`src/rtl/apb_master_bridge.sv`:
```
// ---------------------------------------------------------------------------
// apb_master_bridge
//
// Turns a simple valid/ready command into one APB transfer, then returns the
// result on a valid/ready response port. Only one transfer is in flight at a
// time. The command is taken only while the bridge is idle. Every command
// then walks through SETUP, ACCESS (which may stretch on wait states) and RESP.
//
// Parameters
//   ADDR_W   APB address width
//   DATA_W   data width (STRB_W = DATA_W/8 byte lanes)
//   TIMEOUT  maximum ACCESS cycles to wait for PREADY; 0 waits forever
//
// Ports
//   PCLK, PRESET              clock and synchronous active-high reset
//   cmd_valid / cmd_ready     command handshake (ready only while idle)
//   cmd_write, cmd_addr,      command contents, latched on acceptance
//   cmd_wdata, cmd_strb
//   rsp_valid / rsp_ready     response handshake
//   rsp_rdata, rsp_err,       response contents, held stable while
//   rsp_timeout               rsp_valid is waiting for rsp_ready
//   PSEL, PENABLE, PWRITE,    APB master request outputs (all registered)
//   PADDR, PWDATA, PSTRB
//   PREADY, PSLVERR, PRDATA   APB completer replies, looked at only in ACCESS
// ---------------------------------------------------------------------------
module apb_master_bridge #(
   parameter  int ADDR_W  = 32,
   parameter  int DATA_W  = 32,
   parameter  int TIMEOUT = 16,
   localparam int STRB_W  = DATA_W / 8
) (
   input  logic              PCLK,
   input  logic              PRESET,

   input  logic              cmd_valid,
   output logic              cmd_ready,
   input  logic              cmd_write,
   input  logic [ADDR_W-1:0] cmd_addr,
   input  logic [DATA_W-1:0] cmd_wdata,
   input  logic [STRB_W-1:0] cmd_strb,

   output logic              rsp_valid,
   input  logic              rsp_ready,
   output logic [DATA_W-1:0] rsp_rdata,
   output logic              rsp_err,
   output logic              rsp_timeout,

   output logic              PSEL,
   output logic              PENABLE,
   output logic              PWRITE,
   output logic [ADDR_W-1:0] PADDR,
   output logic [DATA_W-1:0] PWDATA,
   output logic [STRB_W-1:0] PSTRB,
   input  logic              PREADY,
   input  logic              PSLVERR,
   input  logic [DATA_W-1:0] PRDATA
);

   // The wait counter never needs to count past TIMEOUT-1, because the
   // transfer is aborted at that point. With the timeout disabled the counter
   // may wrap freely, since nothing compares against it then.
   localparam int CNT_W = (TIMEOUT > 1) ? $clog2(TIMEOUT) : 1;
   localparam logic [CNT_W-1:0] LAST_WAIT = (TIMEOUT > 0) ? CNT_W'(TIMEOUT - 1) : '0;

   typedef enum logic [1:0] {
      IDLE   = 2'd0,
      SETUP  = 2'd1,
      ACCESS = 2'd2,
      RESP   = 2'd3
   } BridgeState;

   BridgeState       state;
   BridgeState       nextState;
   logic [CNT_W-1:0] waitCount;
   logic             cmdAccept;
   logic             accessDone;
   logic             timeoutHit;

   // State register. Reset takes priority over everything, so a transfer
   // caught mid-flight is simply dropped and no response is ever produced
   // for it.
   always_ff @(posedge PCLK) begin
      if (PRESET) begin
         state <= IDLE;
      end else begin
         state <= nextState;
      end
   end

   // Next-state decode. PREADY is checked before the timeout. That way a
   // completer that answers on the very last allowed cycle still completes
   // normally instead of being reported as timed out. The APB reply inputs are
   // only examined in ACCESS, so noise on them elsewhere has no effect.
   always_comb begin
      nextState  = state;
      cmdAccept  = 1'b0;
      accessDone = 1'b0;
      timeoutHit = 1'b0;
      case (state)
         IDLE: begin
            if (cmd_valid && cmd_ready) begin
               cmdAccept = 1'b1;
               nextState = SETUP;
            end
         end
         SETUP: begin
            nextState = ACCESS;
         end
         ACCESS: begin
            if (PREADY) begin
               accessDone = 1'b1;
               nextState  = RESP;
            end else if ((TIMEOUT > 0) && (waitCount == LAST_WAIT)) begin
               timeoutHit = 1'b1;
               nextState  = RESP;
            end
         end
         RESP: begin
            if (rsp_valid && rsp_ready) begin
               nextState = IDLE;
            end
         end
         default: begin
            nextState = IDLE;
         end
      endcase
   end

   // Wait-state counter. It is cleared while in SETUP, so it reads zero on the
   // first ACCESS cycle. It then advances once for every ACCESS cycle the
   // completer stalls.
   always_ff @(posedge PCLK) begin
      if (PRESET) begin
         waitCount <= '0;
      end else if (state == SETUP) begin
         waitCount <= '0;
      end else if ((state == ACCESS) && !PREADY) begin
         waitCount <= waitCount + CNT_W'(1);
      end
   end

   // Registered outputs. The handshake and phase outputs are decoded from the
   // upcoming state, so they line up exactly with the state they describe and
   // stay glitch-free. The APB request fields are loaded once at acceptance
   // and left alone afterwards. This keeps them stable through SETUP and
   // ACCESS and also lets them hold their last values while idle. Read
   // requests drive zero data and strobes. The response fields change only
   // when ACCESS finishes, so they stay frozen while RESP waits for the
   // consumer.
   always_ff @(posedge PCLK) begin
      if (PRESET) begin
         PSEL        <= 1'b0;
         PENABLE     <= 1'b0;
         PWRITE      <= 1'b0;
         PADDR       <= '0;
         PWDATA      <= '0;
         PSTRB       <= '0;
         cmd_ready   <= 1'b0;
         rsp_valid   <= 1'b0;
         rsp_rdata   <= '0;
         rsp_err     <= 1'b0;
         rsp_timeout <= 1'b0;
      end else begin
         PSEL      <= (nextState == SETUP) || (nextState == ACCESS);
         PENABLE   <= (nextState == ACCESS);
         cmd_ready <= (nextState == IDLE);
         rsp_valid <= (nextState == RESP);

         if (cmdAccept) begin
            PADDR  <= cmd_addr;
            PWRITE <= cmd_write;
            PWDATA <= cmd_write ? cmd_wdata : '0;
            PSTRB  <= cmd_write ? cmd_strb  : '0;
         end

         if (accessDone) begin
            rsp_err     <= PSLVERR;
            rsp_timeout <= 1'b0;
            rsp_rdata   <= PWRITE ? '0 : PRDATA;
         end else if (timeoutHit) begin
            rsp_err     <= 1'b1;
            rsp_timeout <= 1'b1;
            rsp_rdata   <= '0;
         end
      end
   end

endmodule

```
`config.mk`:
```
export PLATFORM = sky130hd
export DESIGN_NAME = apb_master_bridge
export DESIGN_NICKNAME = d
export VERILOG_FILES = /design/src/rtl/apb_master_bridge.sv
export SDC_FILE = /design/constraint.sdc
export NUM_CORES = 1
export LEC_CHECK = 0
export CAP_MARGIN = 30
export CORE_ASPECT_RATIO = 2
export CORE_MARGIN = 1
export CORE_UTILIZATION = 39
export DETAILED_ROUTE_END_ITERATION = 16
export GPL_TIMING_DRIVEN = 0
export PLACE_DENSITY_LB_ADDON = 0.1
export SLEW_MARGIN = 20
export SYNTH_ARGS = -nofsm -noshare
export SYNTH_HDL_FRONTEND = slang
export SYNTH_SLANG_ARGS = --single-unit
```
`constraint.sdc`:
```
create_clock -name PCLK -period 2.14 [get_ports PCLK]
set_input_delay 0.428 -clock PCLK [delete_from_list [all_inputs] [get_ports PCLK]]
set_output_delay 0.428 -clock PCLK [all_outputs]
set_load 0.01 [all_outputs]
```
==> out/metrics.cfg <==
[clock_network]
tritoncts = yes
clockBufferDepth = 2
cts_setup_buffers = 0
cts_resized = 0
cts_sinks = 113
cts_hold_buf = 0
htreeDepth = 4
cts-root-buf = clkbuf_16
cts_buffers = 17
insertion_delay_ps = 410
clkTransAtPathRegs_ps = 50

[placement]
dpl.hpwl_um = 9210
dpl_cell_area_um2 = 6320
place_inst = 790
place_congestion = 0.749
port_buffers = 212

[global_routing]
grt_pass1_vias = 4034
use_met3_pct = 6.86
grt-ovfl-total = 0
grt_first_pass_wirelength_um = 18900
grt_util_all_layers_pct = 23.4
gr-usage-met1_pct = 20.7
antenna_found_initial = 0
groute.layer.met2.usage_pct = 43.5
busiest_layer = met2
grt_max_degree = 17

[setup_path]
worstPathRequired_ps = 2410
cpMostUsedCell = ha_1
worst_ep_arrival_time_ps = 2120
r2r-start = waitCount[0]$_SDFFE_PP0P_
crit_type = flop to flop
crit_chain = ha_1 > a311o_1 > a31oi_2 > ha_1 > nor2b_1
crit_path_end_kind = flop
crit_path_start_kind = flop
cpPeakStageDelay_ps = 390
crit_fanout = 5
cp_slowest_cell = a311o_1
crit_start = waitCount[0]$_SDFFE_PP0P_

[cells_and_area]
fillerInstances = 838
design_area_um2 = 6950
multiInputGateArea_um2 = 1540
final-seq-area_um2 = 2260
final_cells = 822
drive_gt1_share_pct = 8.73
syn_to_final_growth_pct = 72.3
n_antenna_cell = 0
nets = 785

[power_and_ir_drop]
power_frac_seq_pct = 38.0
peakVddDrop_mv = 0.651
power_density_nw_per_um2 = 853
pwr-share-comb_pct = 13.0
totalPowerFinal_mw = 5.93
power_leakage_nw = 2.53
power.switching_mw = 1.37
swShare_pct = 23.2
p_int_mw = 4.55
power_frac_clock_pct = 49.1

[drt]
postRouteAntennaNets = 0
drtPass1Iterations = 4
viasPerCell = 4.90
drt-initial-drc-count = 111
drc = 0
routed_wl_um = 12200
vias = 4025
post_drt_wl_per_cell_um = 14.8

[outcome]
outcome = completed

[floorplan]
die_w_um = 73.9
ios = 214
num_rows = 52
start_util_pct = 40.0
coreArea_um2 = 10100
design.die.area_um2 = 10800
die_height_um = 146

[synthesis]
synth_common_cells = dfxtp_1, nand2_1, a21oi_1
synth_cell_type_count = 35
synth_enable_flop_cells = 0
async_flop_share_pct = 0
yosysSeqAreaShare_pct = 56.1
synth_top_area_share_pct = 56.1
synthesis.instances = 443
synth_nets = 554
synth_top_cell_by_area = dfxtp_1
yosys-top-cells-area = dfxtp_1, nand2_1, a21oi_1, a22o_1, nand3_1
syn_area_per_cell_um2 = 9.10
synth_area_um2 = 4030
yosys_warnings = 0
ys.flop_type = dfxtp_1
synth-seq-cells = 113
synth_most_common_cell = dfxtp_1

[sta]
hold_viol = 0
fmax_mhz = 543
post-route-period-util_pct = 86.1
rsz0062_at_grt = no
worstMarginPinSlew_ps = 579
min_period_ps = 1840
drv_slew = 0
finClkSkew_ps = 7.76
slew_headroom_pct = 61.4
setup_violations = 0
whs_ps = 451

[flow_run]
drv_cap = 0

[worst_hold_path]
hp-start = PADDR[25]$_SDFFE_PP0P_
hp-class = flop to flop

metal layers:
layer | up-vias | part of all wire (%)
met5 | - | 0
met4 | 0 | 4.1
met3 | 37 | 6.5
met2 | 167 | 55
met1 | 1826 | 34
li1 | 1995 | -
per-stage QoR:
stage                     util [%]  setup WS, ps  TNS, ps
after floorplan                  -           484        0
after global placement        62.7         -83.3     -147
after detailed placement      62.7          -100     -173
after CTS                     68.9           275        0
after global routing          68.9           163        0
final                         68.9           298        0
sequential cells by signal, indices dropped and copies added (netlist names), 2 cells and up:
name / flops
PWDATA: 32
state: 2
rsp_rdata: 32
PSTRB: 4
PADDR: 32
waitCount: 4
worst paths after layout:
check,end,slack [ps],cells after the start
worst max-delay path,PSEL$_SDFF_PP0_,300,5
worst min-delay path,PADDR[25]$_SDFFE_PP0P_,450,2
worst max register to register,PSEL$_SDFF_PP0_,300,5
worst min register to register,PADDR[25]$_SDFFE_PP0P_,450,2
power groups by stage:
stage | registers (mW) | clock network [mW] | logic, mW
after detailed placement | 2.29 | 0 | 0.770
final | 2.25 | 2.91 | 0.769
after floorplan | 2.33 | 0 | 0.270
after global placement | 2.29 | 0 | 0.760
after global routing | 2.26 | 3.06 | 0.834
after CTS | 2.25 | 2.95 | 0.777
critical path, delay by kind of cell (launching register included):
| family | cells | cell delay (ps) |
|---|---|---|
| AO/OA/AOI/OAI | 2 | 680 |
| adder cells (fa/ha/maj) | 2 | 540 |
| flip-flops | 1 | 350 |
| AND/OR/NAND/NOR | 1 | 130 |
final cells by class:
class / instances / area share (%)
Sequential cell: 113 / 32.6
Timing Repair Buffer: 212 / 30.6
Multi-Input combinational cell: 286 / 22.2
Clock buffer: 20 / 6.72
Buffer: 39 / 3.01
Tap cell: 135 / 2.43
Clock inverter: 12 / 2.27
Inverter: 5 / 0.270
logic make-up after synthesis:
family,Yosys count,share of synthesized area (%)
AO/OA/AOI/OAI,120,18.9
flip-flops,113,56.1
multiplexers,1,0.248
AND/OR/NAND/NOR,161,17.8
adder cells (fa/ha/maj),4,1.24
buffers and inverters,44,5.65
cell usage in the layout (no fill, tap or decap), types with 3 or more instances in the layout:
cell type        instances
a21oi_1                 74
a22o_1                  32
buf_1                    3
buf_2                   17
buf_4                    3
buf_6                    4
bufinv_16                3
clkbuf_1                12
clkbuf_16               17
clkbuf_8                 3
clkdlybuf4s50_1        212
clkinv_4                 4
clkinvlp_4               3
dfxtp_1                113
ha_1                     4
inv_1                    5
nand2_1                102
nand3_1                 38
nor2_1                   5
nor2b_1                  6
No activity file was read; power rests on OpenSTA's default activity.
